--- config.mk ---
export PLATFORM = sky130hd
export DESIGN_NAME = mmio_slot_initiator
export DESIGN_NICKNAME = d
export VERILOG_FILES = /design/src/rtl/mmio_pkg.sv /design/src/rtl/mmio_slot_mux.sv /design/src/rtl/mmio_slot_initiator.sv
export SDC_FILE = /design/constraint.sdc
export NUM_CORES = 1
export LEC_CHECK = 0
export ABC_CLOCK_PERIOD_IN_PS = 2550
export CORE_AREA = 2 2 164 166
export DETAILED_ROUTE_END_ITERATION = 8
export DIE_AREA = 0 0 166 168
export SLEW_MARGIN = 20
export SYNTH_ARGS = -nofsm -noshare
export SYNTH_HDL_FRONTEND = slang
export SYNTH_SLANG_ARGS = --single-unit
--- constraint.sdc ---
create_clock -name clk -period 2.55 [get_ports clk]
set_clock_uncertainty 0.15 [all_clocks]
set_input_delay 0.765 -clock clk [delete_from_list [all_inputs] [get_ports clk]]
set_output_delay 0.765 -clock clk [all_outputs]
set_load 0.01 [all_outputs]
--- src/rtl/mmio_pkg.sv ---
// Shared types and widths for the MMIO slot initiator and its slot mux.
package mmio_pkg;

  localparam int MMIO_DATA_W = 32;
  localparam int MMIO_ADDR_W = 8;

  typedef enum logic [1:0] {
    ERR_OK      = 2'b00,
    ERR_SLVERR  = 2'b01,
    ERR_DECERR  = 2'b10,
    ERR_TIMEOUT = 2'b11
  } rsp_err_e;

  typedef enum logic [1:0] {
    ST_IDLE     = 2'b00,
    ST_WAIT     = 2'b01,
    ST_COMPLETE = 2'b10,
    ST_RESP     = 2'b11
  } init_state_e;

endpackage

--- src/rtl/mmio_slot_mux.sv ---
// One-hot chip-select decode and per-slot status selection for the latched target slot.
module mmio_slot_mux
  import mmio_pkg::*;
#(
  parameter int NUM_SLOTS = 8
) (
  input  logic [$clog2(NUM_SLOTS)-1:0]       slot,
  input  logic [MMIO_DATA_W*NUM_SLOTS-1:0]   rd_data,
  input  logic [NUM_SLOTS-1:0]               wr_done,
  input  logic [NUM_SLOTS-1:0]               rd_done,
  input  logic [NUM_SLOTS-1:0]               slave_error,
  input  logic [NUM_SLOTS-1:0]               decode_error,
  output logic [NUM_SLOTS-1:0]               cs,
  output logic [MMIO_DATA_W-1:0]             sel_rdata,
  output logic                               sel_done,
  output logic                               sel_slverr,
  output logic                               sel_decerr
);

  localparam int SLOT_W = $clog2(NUM_SLOTS);

  // Decode and select; an index with no matching slot yields all zeros.
  always_comb begin
    cs         = '0;
    sel_rdata  = '0;
    sel_done   = 1'b0;
    sel_slverr = 1'b0;
    sel_decerr = 1'b0;
    for (int i = 0; i < NUM_SLOTS; i++) begin
      if (SLOT_W'(i) == slot) begin
        cs[i]      = 1'b1;
        sel_rdata  = rd_data[MMIO_DATA_W*i +: MMIO_DATA_W];
        sel_done   = wr_done[i] | rd_done[i];
        sel_slverr = slave_error[i];
        sel_decerr = decode_error[i];
      end else begin
        cs[i] = 1'b0;
      end
    end
  end

endmodule

--- src/rtl/mmio_slot_initiator.sv ---
// Initiator end of the MMIO slot interface: one outstanding request, driven onto the
// selected slot with a wait-cycle timeout, answered with read data and error status.
module mmio_slot_initiator
  import mmio_pkg::*;
#(
  parameter int NUM_SLOTS      = 8,
  parameter int TIMEOUT_CYCLES = 255
) (
  input  logic                             clk,
  input  logic                             rst,
  input  logic                             req_valid,
  output logic                             req_ready,
  input  logic                             req_write,
  input  logic [$clog2(NUM_SLOTS)-1:0]     req_slot,
  input  logic [MMIO_ADDR_W-1:0]           req_addr,
  input  logic [MMIO_DATA_W-1:0]           req_wdata,
  output logic                             rsp_valid,
  input  logic                             rsp_ready,
  output logic [MMIO_DATA_W-1:0]           rsp_rdata,
  output logic [1:0]                       rsp_err,
  output logic [NUM_SLOTS-1:0]             slot_cs,
  output logic                             slot_read,
  output logic                             slot_write,
  output logic                             slot_txn_done,
  output logic [MMIO_ADDR_W-1:0]           slot_addr,
  output logic [MMIO_DATA_W-1:0]           slot_wdata,
  input  logic [MMIO_DATA_W*NUM_SLOTS-1:0] slot_rd_data,
  input  logic [NUM_SLOTS-1:0]             slot_wr_done,
  input  logic [NUM_SLOTS-1:0]             slot_rd_done,
  input  logic [NUM_SLOTS-1:0]             slot_slave_error,
  input  logic [NUM_SLOTS-1:0]             slot_decode_error
);

  localparam int SLOT_W = $clog2(NUM_SLOTS);
  localparam int CNT_W  = $clog2(TIMEOUT_CYCLES + 1);

  init_state_e              state_q, state_d;
  logic [CNT_W-1:0]         cnt_q, cnt_d;
  logic                     write_q, write_d;
  logic [SLOT_W-1:0]        slot_q, slot_d;
  logic [MMIO_ADDR_W-1:0]   addr_q, addr_d;
  logic [MMIO_DATA_W-1:0]   wdata_q, wdata_d;
  logic [MMIO_DATA_W-1:0]   rdata_q, rdata_d;
  rsp_err_e                 err_q, err_d;
  logic                     rdy_q, rdy_d;

  logic [NUM_SLOTS-1:0]     mux_cs;
  logic [MMIO_DATA_W-1:0]   sel_rdata;
  logic                     sel_done;
  logic                     sel_slverr;
  logic                     sel_decerr;
  logic                     handshake;
  logic                     done_qual;

  mmio_slot_mux #(
    .NUM_SLOTS (NUM_SLOTS)
  ) u_mux (
    .slot         (slot_q),
    .rd_data      (slot_rd_data),
    .wr_done      (slot_wr_done),
    .rd_done      (slot_rd_done),
    .slave_error  (slot_slave_error),
    .decode_error (slot_decode_error),
    .cs           (mux_cs),
    .sel_rdata    (sel_rdata),
    .sel_done     (sel_done),
    .sel_slverr   (sel_slverr),
    .sel_decerr   (sel_decerr)
  );

  // Done is ignored for the first two WAIT cycles so a slave still holding DONE is not taken.
  assign done_qual = sel_done && (cnt_q >= CNT_W'(2));
  assign handshake = req_valid && req_ready;

  // Next-state and request/response register updates.
  always_comb begin
    state_d = state_q;
    cnt_d   = cnt_q;
    write_d = write_q;
    slot_d  = slot_q;
    addr_d  = addr_q;
    wdata_d = wdata_q;
    rdata_d = rdata_q;
    err_d   = err_q;
    rdy_d   = 1'b1;
    case (state_q)
      ST_IDLE: begin
        if (handshake) begin
          write_d = req_write;
          slot_d  = req_slot;
          addr_d  = req_addr;
          wdata_d = req_wdata;
          rdata_d = '0;
          cnt_d   = '0;
          if ({1'b0, req_slot} >= (SLOT_W+1)'(NUM_SLOTS)) begin
            err_d   = ERR_DECERR;
            state_d = ST_RESP;
          end else begin
            err_d   = ERR_OK;
            state_d = ST_WAIT;
          end
        end else begin
          state_d = ST_IDLE;
        end
      end
      ST_WAIT: begin
        cnt_d = cnt_q + CNT_W'(1);
        if (done_qual) begin
          state_d = ST_COMPLETE;
          if (sel_decerr) begin
            err_d   = ERR_DECERR;
            rdata_d = '0;
          end else if (sel_slverr) begin
            err_d   = ERR_SLVERR;
            rdata_d = '0;
          end else begin
            err_d   = ERR_OK;
            rdata_d = write_q ? '0 : sel_rdata;
          end
        end else if (cnt_q == CNT_W'(TIMEOUT_CYCLES - 1)) begin
          state_d = ST_COMPLETE;
          err_d   = ERR_TIMEOUT;
          rdata_d = '0;
        end else begin
          state_d = ST_WAIT;
        end
      end
      ST_COMPLETE: begin
        state_d = ST_RESP;
      end
      ST_RESP: begin
        if (rsp_ready) begin
          state_d = ST_IDLE;
        end else begin
          state_d = ST_RESP;
        end
      end
      default: begin
        state_d = ST_IDLE;
      end
    endcase
  end

  // State and datapath registers with synchronous reset.
  always_ff @(posedge clk) begin
    if (rst) begin
      state_q <= ST_IDLE;
      cnt_q   <= '0;
      write_q <= 1'b0;
      slot_q  <= '0;
      addr_q  <= '0;
      wdata_q <= '0;
      rdata_q <= '0;
      err_q   <= ERR_OK;
      rdy_q   <= 1'b0;
    end else begin
      state_q <= state_d;
      cnt_q   <= cnt_d;
      write_q <= write_d;
      slot_q  <= slot_d;
      addr_q  <= addr_d;
      wdata_q <= wdata_d;
      rdata_q <= rdata_d;
      err_q   <= err_d;
      rdy_q   <= rdy_d;
    end
  end

  // Outputs come only from state and latched registers, never from inputs.
  assign req_ready     = rdy_q && (state_q == ST_IDLE);
  assign slot_cs       = (state_q == ST_WAIT) ? mux_cs : '0;
  assign slot_read     = (state_q == ST_WAIT) && !write_q;
  assign slot_write    = (state_q == ST_WAIT) && write_q;
  assign slot_txn_done = (state_q == ST_COMPLETE);
  assign slot_addr     = addr_q;
  assign slot_wdata    = wdata_q;
  assign rsp_valid     = (state_q == ST_RESP);
  assign rsp_rdata     = rdata_q;
  assign rsp_err       = err_q;

endmodule

### Word-level counts from Yosys, hierarchy flattened

Cells that the tools add are included.

| storage, ports and cells | value |
|---|---|
| flip-flop bits (word level) | 89 |
| latch bits | 0 |
| RAM bits | 0 |
| bits in read-only memories | 0 |
| input bits | 336 |
| output and inout bits | 87 |
| logic and storage cells | 106 |
| memories | 0 |

| cells by class | value |
|---|---|
| $add $sub $neg | 1 |
| $mul | 0 |
| divide/modulo/power cells | 0 |
| $lt $le $gt $ge | 1 |
| equal/unequal tests | 13 |
| shifts and indexed selects | 0 |
| multiplexer cells | 62 |
| bitwise gates (word level) | 8 |
| reduce and logical (&&, ||, !) cells | 12 |

Operators by type and width:

| cell | number |
|---|---|
| $mux W32 | 14 |
| $pmux W32 S2 | 1 |
| $mux W1 | 35 |
| $mux W8 | 2 |
| $pmux W8 S2 | 1 |
| $mux W2 | 7 |
| $eq A3 B3 Y1 const A | 4 |
| $add A8 B1 Y8 const B | 1 |
| $eq A8 B8 Y1 const B | 1 |
| $ge A8 B2 Y1 const B | 1 |
| $or A1 B1 Y1 | 8 |
| $pmux W2 S4 | 1 |
| $eq A2 B3 Y1 const A | 2 |
| $logic_and A1 B1 Y1 | 5 |
| $eq A2 B2 Y1 const B | 2 |
| $pmux W2 S2 | 1 |
| $reduce_and A2 Y1 | 2 |
| $eq A1 B3 Y1 const A | 1 |
| $logic_not A3 Y1 | 1 |
| $ne A3 B3 Y1 const B | 1 |
| $reduce_and A3 Y1 | 1 |
| $eq A2 B1 Y1 const B | 1 |
| $logic_not A2 Y1 | 1 |
| $ne A2 B2 Y1 const B | 1 |
| other kinds (2) | 2 |

### Logic depth before layout (Yosys ltp)

Gate-level depths: netlist of run 1.

| depth | value |
|---|---|
| depth after elaboration | 14 |
| mapped depth | 9 |
| gate-level depth less buffers | 8 |

### Cells and area by module

From an unflattened synthesis of run 1, not the netlist that was laid out.

| unflattened totals | value |
|---|---|
| cells, all modules | 728 |
| area total of the unflattened synthesis | 6211.0 sq um |

By module, submodules not included:

| module | instances | cells each | area each (sq um) | seq. area each (sq um) |
|---|---|---|---|---|
| mmio_slot_initiator | 1 | 434 | 3842.4 | 1781.7 |
| mmio_slot_mux | 1 | 294 | 2368.5 | 0.0 |

### Least setup slack after synthesis of run 1

OpenSTA, ideal clock, no wires.

| timing path | value |
|---|---|
| path kind | flip-flop to output port |
| start point | reg slot_q[0] |
| end point | out slot_cs[1] |
| arrival time | 1.569 ns |
| required time | 1.635 ns |
| path slack | 0.066 ns |
| stages on the path, launching flop included | 7 |
| path buffers | 4 |
| path through | dfxtp_1 -> buf_2 -> buf_2 -> buf_2 -> buf_2 -> nand2_1 -> nor3_1 |

| between the ends | value |
|---|---|
| word-level cells in the longest chain between the ends | 3 |

RTL lines:

| what | RTL line | RTL |
|---|---|---|
| start: declaration | mmio_slot_initiator.sv:40 | `logic [SLOT_W-1:0] slot_q, slot_d;` |
| start signal: assignment | mmio_slot_initiator.sv:160 | `slot_q <= slot_d;` |
| $eq A1 B3 Y1 | mmio_slot_mux.sv:30 | `if (SLOT_W'(i) == slot) begin` |
| $mux W1 | mmio_slot_mux.sv:30 |  |
| $mux W8 | mmio_slot_initiator.sv:171 | `assign slot_cs = (state_q == ST_WAIT) ? mux_cs : '0;` |
| end: declaration | mmio_slot_initiator.sv:21 | `output logic [NUM_SLOTS-1:0] slot_cs,` |

Every way passes these cells.

### Worst setup path in the final report of run 1

| timing path | value |
|---|---|
| start point | reg state_q[1] |
| end point | out slot_txn_done |

| between the ends | value |
|---|---|
| word-level cells in the longest chain between the ends | 1 |

RTL lines:

| what | RTL line | RTL |
|---|---|---|
| start: declaration | mmio_slot_initiator.sv:37 | `init_state_e state_q, state_d;` |
| start signal: assignment | mmio_slot_initiator.sv:157 | `state_q <= state_d;` |
| $eq A2 B2 Y1 | mmio_slot_initiator.sv:174 | `assign slot_txn_done = (state_q == ST_COMPLETE);` |
| end: declaration | mmio_slot_initiator.sv:24 | `output logic slot_txn_done,` |

Every way passes these cells.

==> results of run 1 <==
-- where the power goes --
group          switching, mW  total, mW  internal (mW)
combinational          0.433       1.20          0.763
clock                  0.600       1.35          0.753
sequential            0.0242       1.45           1.43
total                   1.06       4.00           2.94
-- state kept, by name, summed over array words and instances (netlist names) --
| name | flops |
|---|---|
| slot_addr | 8 |
| state_q | 2 |
| rsp_rdata | 32 |
| write_q | 1 |
| slot_wdata | 32 |
| slot_q | 3 |
| cnt_q | 8 |
| rsp_err | 2 |
| rdy_q | 1 |
-- critical path, cell delays in order (launching register included) --
cell and delay (ps):
dfxtp_2 360, buf_4 130, nor2b_1 140, clkdlybuf4s50_1 600
-- synth_stat cells, types with 2 or more instances --
cell       number
buf_2          12
a221oi_1        2
o2bb2ai_2      30
or2_2           9
dfxtp_1        89
o2bb2ai_1       2
o21ai_0        35
a311oi_1        2
buf_4           5
nor2_1         21
nand2_1       110
and2_1          4
a31oi_1         2
buf_1           2
ha_1            2
nor2b_1         4
and3_1          4
mux4_2         48
inv_1           2
a22o_1          2
a222oi_1        8
nand3_1         2
o21ai_1         2
inv_2           2
or3_1           2
mux2i_1        34
buf_6           8
nor4_1          5
nand4_1         4
clkbuf_1       24
nor3_1          6
nand3b_1        2
a22oi_1        13
a211oi_1        3
a21oi_1        53
-- layer usage --
layer	part of all wire [%]	wire [um]	global-route usage (%)
met1	41	11200	23.0
met2	50	13600	32.4
met3	8.0	2200	5.74
met4	1.3	364	4.01
met5	0.047	13	0
-- cells by family (layout without fill, tap and decap cells) --
group,after synthesis,count (layout),share of synthesized area (%)
flops,89,89,31.7
buf+inv,56,480,5.50
compound gates,160,160,22.1
simple gates,180,180,14.7
mux,83,83,25.5
fa+ha+maj,2,2,0.445
-- worst paths after layout --
| check | slack, ps | to | depth (start not counted) | from |
|---|---|---|---|---|
| setup / recovery | 60 | slot_txn_done | 3 | state_q[1]$_SDFF_PP0_ |
| hold / removal | 310 | slot_wdata[20]$_SDFFE_PP0P_ | 2 | slot_wdata[20]$_SDFFE_PP0P_ |
| setup reg to reg | 150 | rsp_rdata[0]$_SDFFE_PP0P_ | 8 | slot_q[1]$_SDFFE_PP0P_ |
| hold reg to reg | 310 | slot_wdata[20]$_SDFFE_PP0P_ | 2 | slot_wdata[20]$_SDFFE_PP0P_ |
-- timing repair --
action / CTS / global route
resized for setup: 19 / 26
pin swaps: 0 / 2
setup endpoints to repair: 43 / 42
setup buffers: 0 / 1
-- final cells by class --
type | instances | area [um2] | area share (%)
clock buffers | 11 | 264 | 2.46
inverters | 4 | 15.0 | 0.140
well taps | 341 | 427 | 3.97
flip-flops and latches | 89 | 1800 | 16.7
multi-input cells | 425 | 3630 | 33.8
repair buffers | 461 | 4570 | 42.6
clock inverters | 4 | 33.8 | 0.315
-- metrics by stage --
stage / setup TNS, ps / hold slack, ps / total power [mW] / setup slack, ps
global route: -8.81 / 323 / 4.19 / -8.81
floorplan: 0 / 309 / 1.93 / 66.5
CTS: -1120 / 307 / 4.06 / -281
global placement: -9280 / 291 / 2.66 / -283
finish: 0 / 305 / 4.00 / 58.7
detailed placement: -10660 / 297 / 2.67 / -340
==> results.py, run 1 <==
metrics = {
    "status": {
        "outcome": "completed",
    },
    "critical_path": {
        "crit_type": "reg -> out",
        "critPathLaunchType": "flip-flop",
        "crit_required_ps": 1640,
        "crit_path_end_kind": "output pin",
        "worstPathMaxFanout": 5,
        "worstPathArrival_ps": 1580,
    },
    "sta": {
        "fmax_mhz": 401,
        "hold_viol": 0,
        "slew_headroom_pct": 60.0,
        "post-route-min-period_ps": 2490,
        "slew_violations": 0,
        "finalSetupViolations": 0,
        "worst_pin_slew_ps": 600,
        "finalCritPeriodShare_pct": 97.7,
    },
    "global_route": {
        "grt_max_degree": 54,
        "grt_pass1_wl_um": 39800,
        "overflow": 0,
        "grt_pass1_vias": 6191,
        "grt_usage_pct": 18.7,
        "grt_antenna_before_repair": 2,
    },
    "placement": {
        "hpwlAfterDp_um": 22400,
        "dp.cells": 1319,
        "place_congestion": 0.835,
        "place_area_um2": 10300,
        "port_buffers": 422,
    },
    "routing": {
        "drc": 0,
        "drt_pass1_iterations": 6,
        "vias": 6303,
        "ant_nets": 0,
        "routed_wl_um": 27400,
        "dr.first_iter.drc_count": 357,
        "wl_per_cell_um": 20.5,
        "vias_per_cell": 4.72,
    },
    "yosys": {
        "synth_seq_cells": 89,
        "synth_edf_count": 0,
        "syn_nets": 908,
        "syn_area_per_cell_um2": 9.86,
        "postSynth.asyncResetShare_pct": 0,
        "yosysTopAreaCell": "dfxtp_1",
        "ys_types": 50,
        "synth.area.top_cells": "dfxtp_1 32%, mux4_2 19%, o2bb2ai_2 8.0%",
        "syn_inst": 570,
        "synth_area_um2": 5620,
        "synthFlopType": "dfxtp_1",
        "yosysTopAreaCellShare_pct": 31.7,
        "ys_warn_count": 0,
        "ys_seq_area_share_pct": 31.7,
    },
    "finish": {
        "final_cell_mix": "409 x clkdlybuf4s50_1, 109 x nand2_1, 84 x dfxtp_1",
        "nNetsFinal": 1328,
        "drive_gt1_share_pct": 17.3,
        "finalNonFillerCells": 1335,
        "area_growth_pct": 90.9,
        "layout_commonest_cell": "clkdlybuf4s50_1",
        "stdcell_area_um2": 10700,
        "n_antenna_cell": 0,
        "nFillCells": 2563,
        "finish.utilization_pct": 40.7,
    },
    "power": {
        "powerDensity_nw_per_um2": 373,
        "p_leak_nw": 3.86,
        "ir_drop_uv": 288,
    },
    "clocking": {
        "cts_buffers": 9,
        "h-tree-depth": 3,
        "cts_tree": "done",
        "clk_pin_slew_worst_paths_ps": 70,
        "cts_sinks": 89,
        "hold_buffers": 0,
        "cts_buffer_depth": 2,
        "cts_root_buf": "clkbuf_16",
        "insertion_delay_ps": 340,
    },
    "floorplan": {
        "ios": 423,
        "rows": 60,
        "fp.dieW_um": 166,
        "core_um2": 26400,
        "start_util_pct": 21.3,
        "dieArea_um2": 27900,
        "die_h_um": 168,
    },
    "worst_hold_path": {
        "hp-class": "reg -> reg",
    },
    "run": {
        "maxCapViolations": 0,
    },
}
No activity file was read; power rests on OpenSTA's default activity.
==> run 2: changes to the inputs <==
--- a/config.mk
+++ b/config.mk
@@ -9,7 +9,7 @@
 export CORE_AREA = 2 2 164 166
 export DETAILED_ROUTE_END_ITERATION = 8
 export DIE_AREA = 0 0 166 168
-export SLEW_MARGIN = 20
+export SLEW_MARGIN = 15
 export SYNTH_ARGS = -nofsm -noshare
 export SYNTH_HDL_FRONTEND = slang
 export SYNTH_SLANG_ARGS = --single-unit
==> results of run 2 <==
The final DEF is identical to that of run 1; final timing and power are the same.
==> run 3: changes to the inputs <==
--- a/config.mk
+++ b/config.mk
@@ -9,6 +9,7 @@
 export CORE_AREA = 2 2 164 166
 export DETAILED_ROUTE_END_ITERATION = 8
 export DIE_AREA = 0 0 166 168
+export RECOVER_POWER = 100
 export SLEW_MARGIN = 15
 export SYNTH_ARGS = -nofsm -noshare
 export SYNTH_HDL_FRONTEND = slang
==> run 3 against run 2 <==
Design area decreased by 0.26%. Worst hold slack got worse by 3.7 ps. Largest cell class unchanged. Global-route usage unchanged. Utilization decreased by 0.10 points. Critical endpoint unchanged. Fmax about the same.
==> results.py, run 3 (same netlist as run 1, synthesis figures left out) <==
metrics = {
    "status": {
        "outcome": "completed",
    },
    "critical_path": {
        "worstPathArrival_ps": 1580,
        "cp_num_buf_inv": 2,
        "cpLargestDelayFamily": "buffers and inverters",
        "crit_required_ps": 1640,
        "worstPathMaxFanout": 5,
        "crit_path_end_kind": "output pin",
        "crit_type": "reg -> out",
        "r2r_slack_ps": 150,
        "path_cells": "buf_4, nor2b_1, clkdlybuf4s50_1",
        "cp_slowest_cell": "clkdlybuf4s50_1",
        "cp_slowest_stage_delay_ps": 600,
        "critPathLaunchType": "flip-flop",
    },
    "finish": {
        "finalNonFillerCells": 1335,
        "drive_gt1_share_pct": 17.1,
        "nNetsFinal": 1328,
        "final_cell_mix": "336 x clkdlybuf4s50_1, 109 x nand2_1, 84 x dfxtp_1",
        "layout_commonest_cell": "clkdlybuf4s50_1",
        "area_growth_pct": 90.5,
        "n_antenna_cell": 0,
        "stdcell_area_um2": 10700,
    },
    "placement": {
        "dp.cells": 1319,
        "place_area_um2": 10300,
        "hpwlAfterDp_um": 22400,
        "place_congestion": 0.835,
        "port_buffers": 422,
    },
    "global_route": {
        "busiest_layer": "met2",
        "grt_antenna_before_repair": 2,
        "gr-usage-met3_pct": 5.74,
        "grt_pass1_wl_um": 39800,
        "grt_use_met2_pct": 32.4,
        "overflow": 0,
        "grt_max_degree": 54,
        "grt_usage_pct": 18.7,
        "grt_use_met1_pct": 23.0,
        "grt_pass1_vias": 6191,
    },
    "routing": {
        "vias_per_cell": 4.75,
        "routed_wl_um": 27500,
        "dr.first_iter.drc_count": 388,
        "ant_nets": 0,
        "vias": 6345,
        "wl_per_cell_um": 20.6,
        "drt_pass1_iterations": 5,
        "drc": 0,
    },
    "clocking": {
        "cts_tree": "done",
        "insertion_delay_ps": 350,
        "cts_root_buf": "clkbuf_16",
        "h-tree-depth": 3,
        "cts_buffers": 9,
        "clk_pin_slew_worst_paths_ps": 70,
        "cts_sinks": 89,
        "cts_buffer_depth": 2,
    },
    "worst_hold_path": {
        "hp-class": "reg -> reg",
    },
    "power": {
        "p_leak_nw": 4.05,
        "total_power_mw": 3.99,
        "powerDensity_nw_per_um2": 373,
        "ir_drop_uv": 288,
    },
    "sta": {
        "hold_viol": 0,
        "fmax_mhz": 401,
        "slew_headroom_pct": 22.9,
        "finalCritPeriodShare_pct": 97.7,
        "worst_pin_slew_ps": 1160,
        "post-route-min-period_ps": 2490,
        "slew_violations": 0,
        "finalSetupViolations": 0,
    },
    "floorplan": {
        "rows": 60,
        "core_um2": 26400,
        "start_util_pct": 21.3,
        "die_h_um": 168,
        "fp.dieW_um": 166,
        "ios": 423,
        "dieArea_um2": 27900,
    },
    "run": {
        "maxCapViolations": 0,
    },
}
-- run 3: cell types whose count changed in the layout (fill, tap and decap cells not counted) --
cell	delta
buf_4	-3
clkbuf_2	+1
clkbuf_1	+4
dlymetal6s2s_1	-2
clkdlybuf4s50_1	-73
dlygate4sd3_1	+73
-- run 3: metrics by stage --
step	setup slack [ps]	utilization (%)	hold WS, ps	setup TNS, ps
5_1_grt	-8.81	40.6	321	-8.87
2_1_floorplan	66.5	-	309	0
4_1_cts	-281	40.4	307	-1120
6_report	59.1	40.6	302	0
3_3_place_gp	-283	39.2	291	-9280
3_5_place_dp	-340	39.2	297	-10660
-- run 3: layout make-up --
| type | instances | area [um2] |
|---|---|---|
| clock buffer | 11 | 264 |
| clock inverter | 4 | 33.8 |
| fill | 2571 | 15600 |
| inverter | 4 | 15.0 |
| multi-input combinational | 425 | 3630 |
| sequential | 89 | 1800 |
| tap | 341 | 427 |
| timing repair buffer | 461 | 4540 |
-- run 3: final timing paths --
kind,from,endpoint,cells past startpoint
max reg2reg,slot_q[1]$_SDFFE_PP0P_,rsp_rdata[22]$_SDFFE_PP0P_,8
min,slot_wdata[20]$_SDFFE_PP0P_,slot_wdata[20]$_SDFFE_PP0P_,2
max,state_q[1]$_SDFF_PP0_,slot_txn_done,3
min reg2reg,slot_wdata[20]$_SDFFE_PP0P_,slot_wdata[20]$_SDFFE_PP0P_,2
-- run 3: layer usage --
metal,routed length [um],vias up
li1,-,2989
met1,11300,3026
met2,13700,307
met3,2190,21
met4,352,2
met5,13,-
-- run 3: worst register-to-register path: stages (launching register included) --
cell and delay (ps):
dfxtp_4 380, buf_4 250, nor2b_4 120, a22o_1 290
a221oi_1 380, o21a_1 230, nand4_4 120, buf_12 200
o2bb2ai_2 200
-- run 3: where the power goes --
part           total (mW)  internal (mW)  switching (mW)  leakage (nW)
clock network        1.36          0.753           0.602         0.149
registers            1.45           1.43          0.0228         0.725
logic                1.18          0.749           0.434          3.18
-- run 3: what timing repair did --
| action | 4_1_cts | 5_1_grt |
|---|---|---|
| cloned | 0 | 0 |
| pin swaps | 0 | 2 |
| setup endpoints to repair | 43 | 42 |
| hold buffers | 0 | 0 |
| resized for setup | 19 | 26 |
| setup buffers | 0 | 1 |
| endpoints found under the hold margin | 0 | 0 |
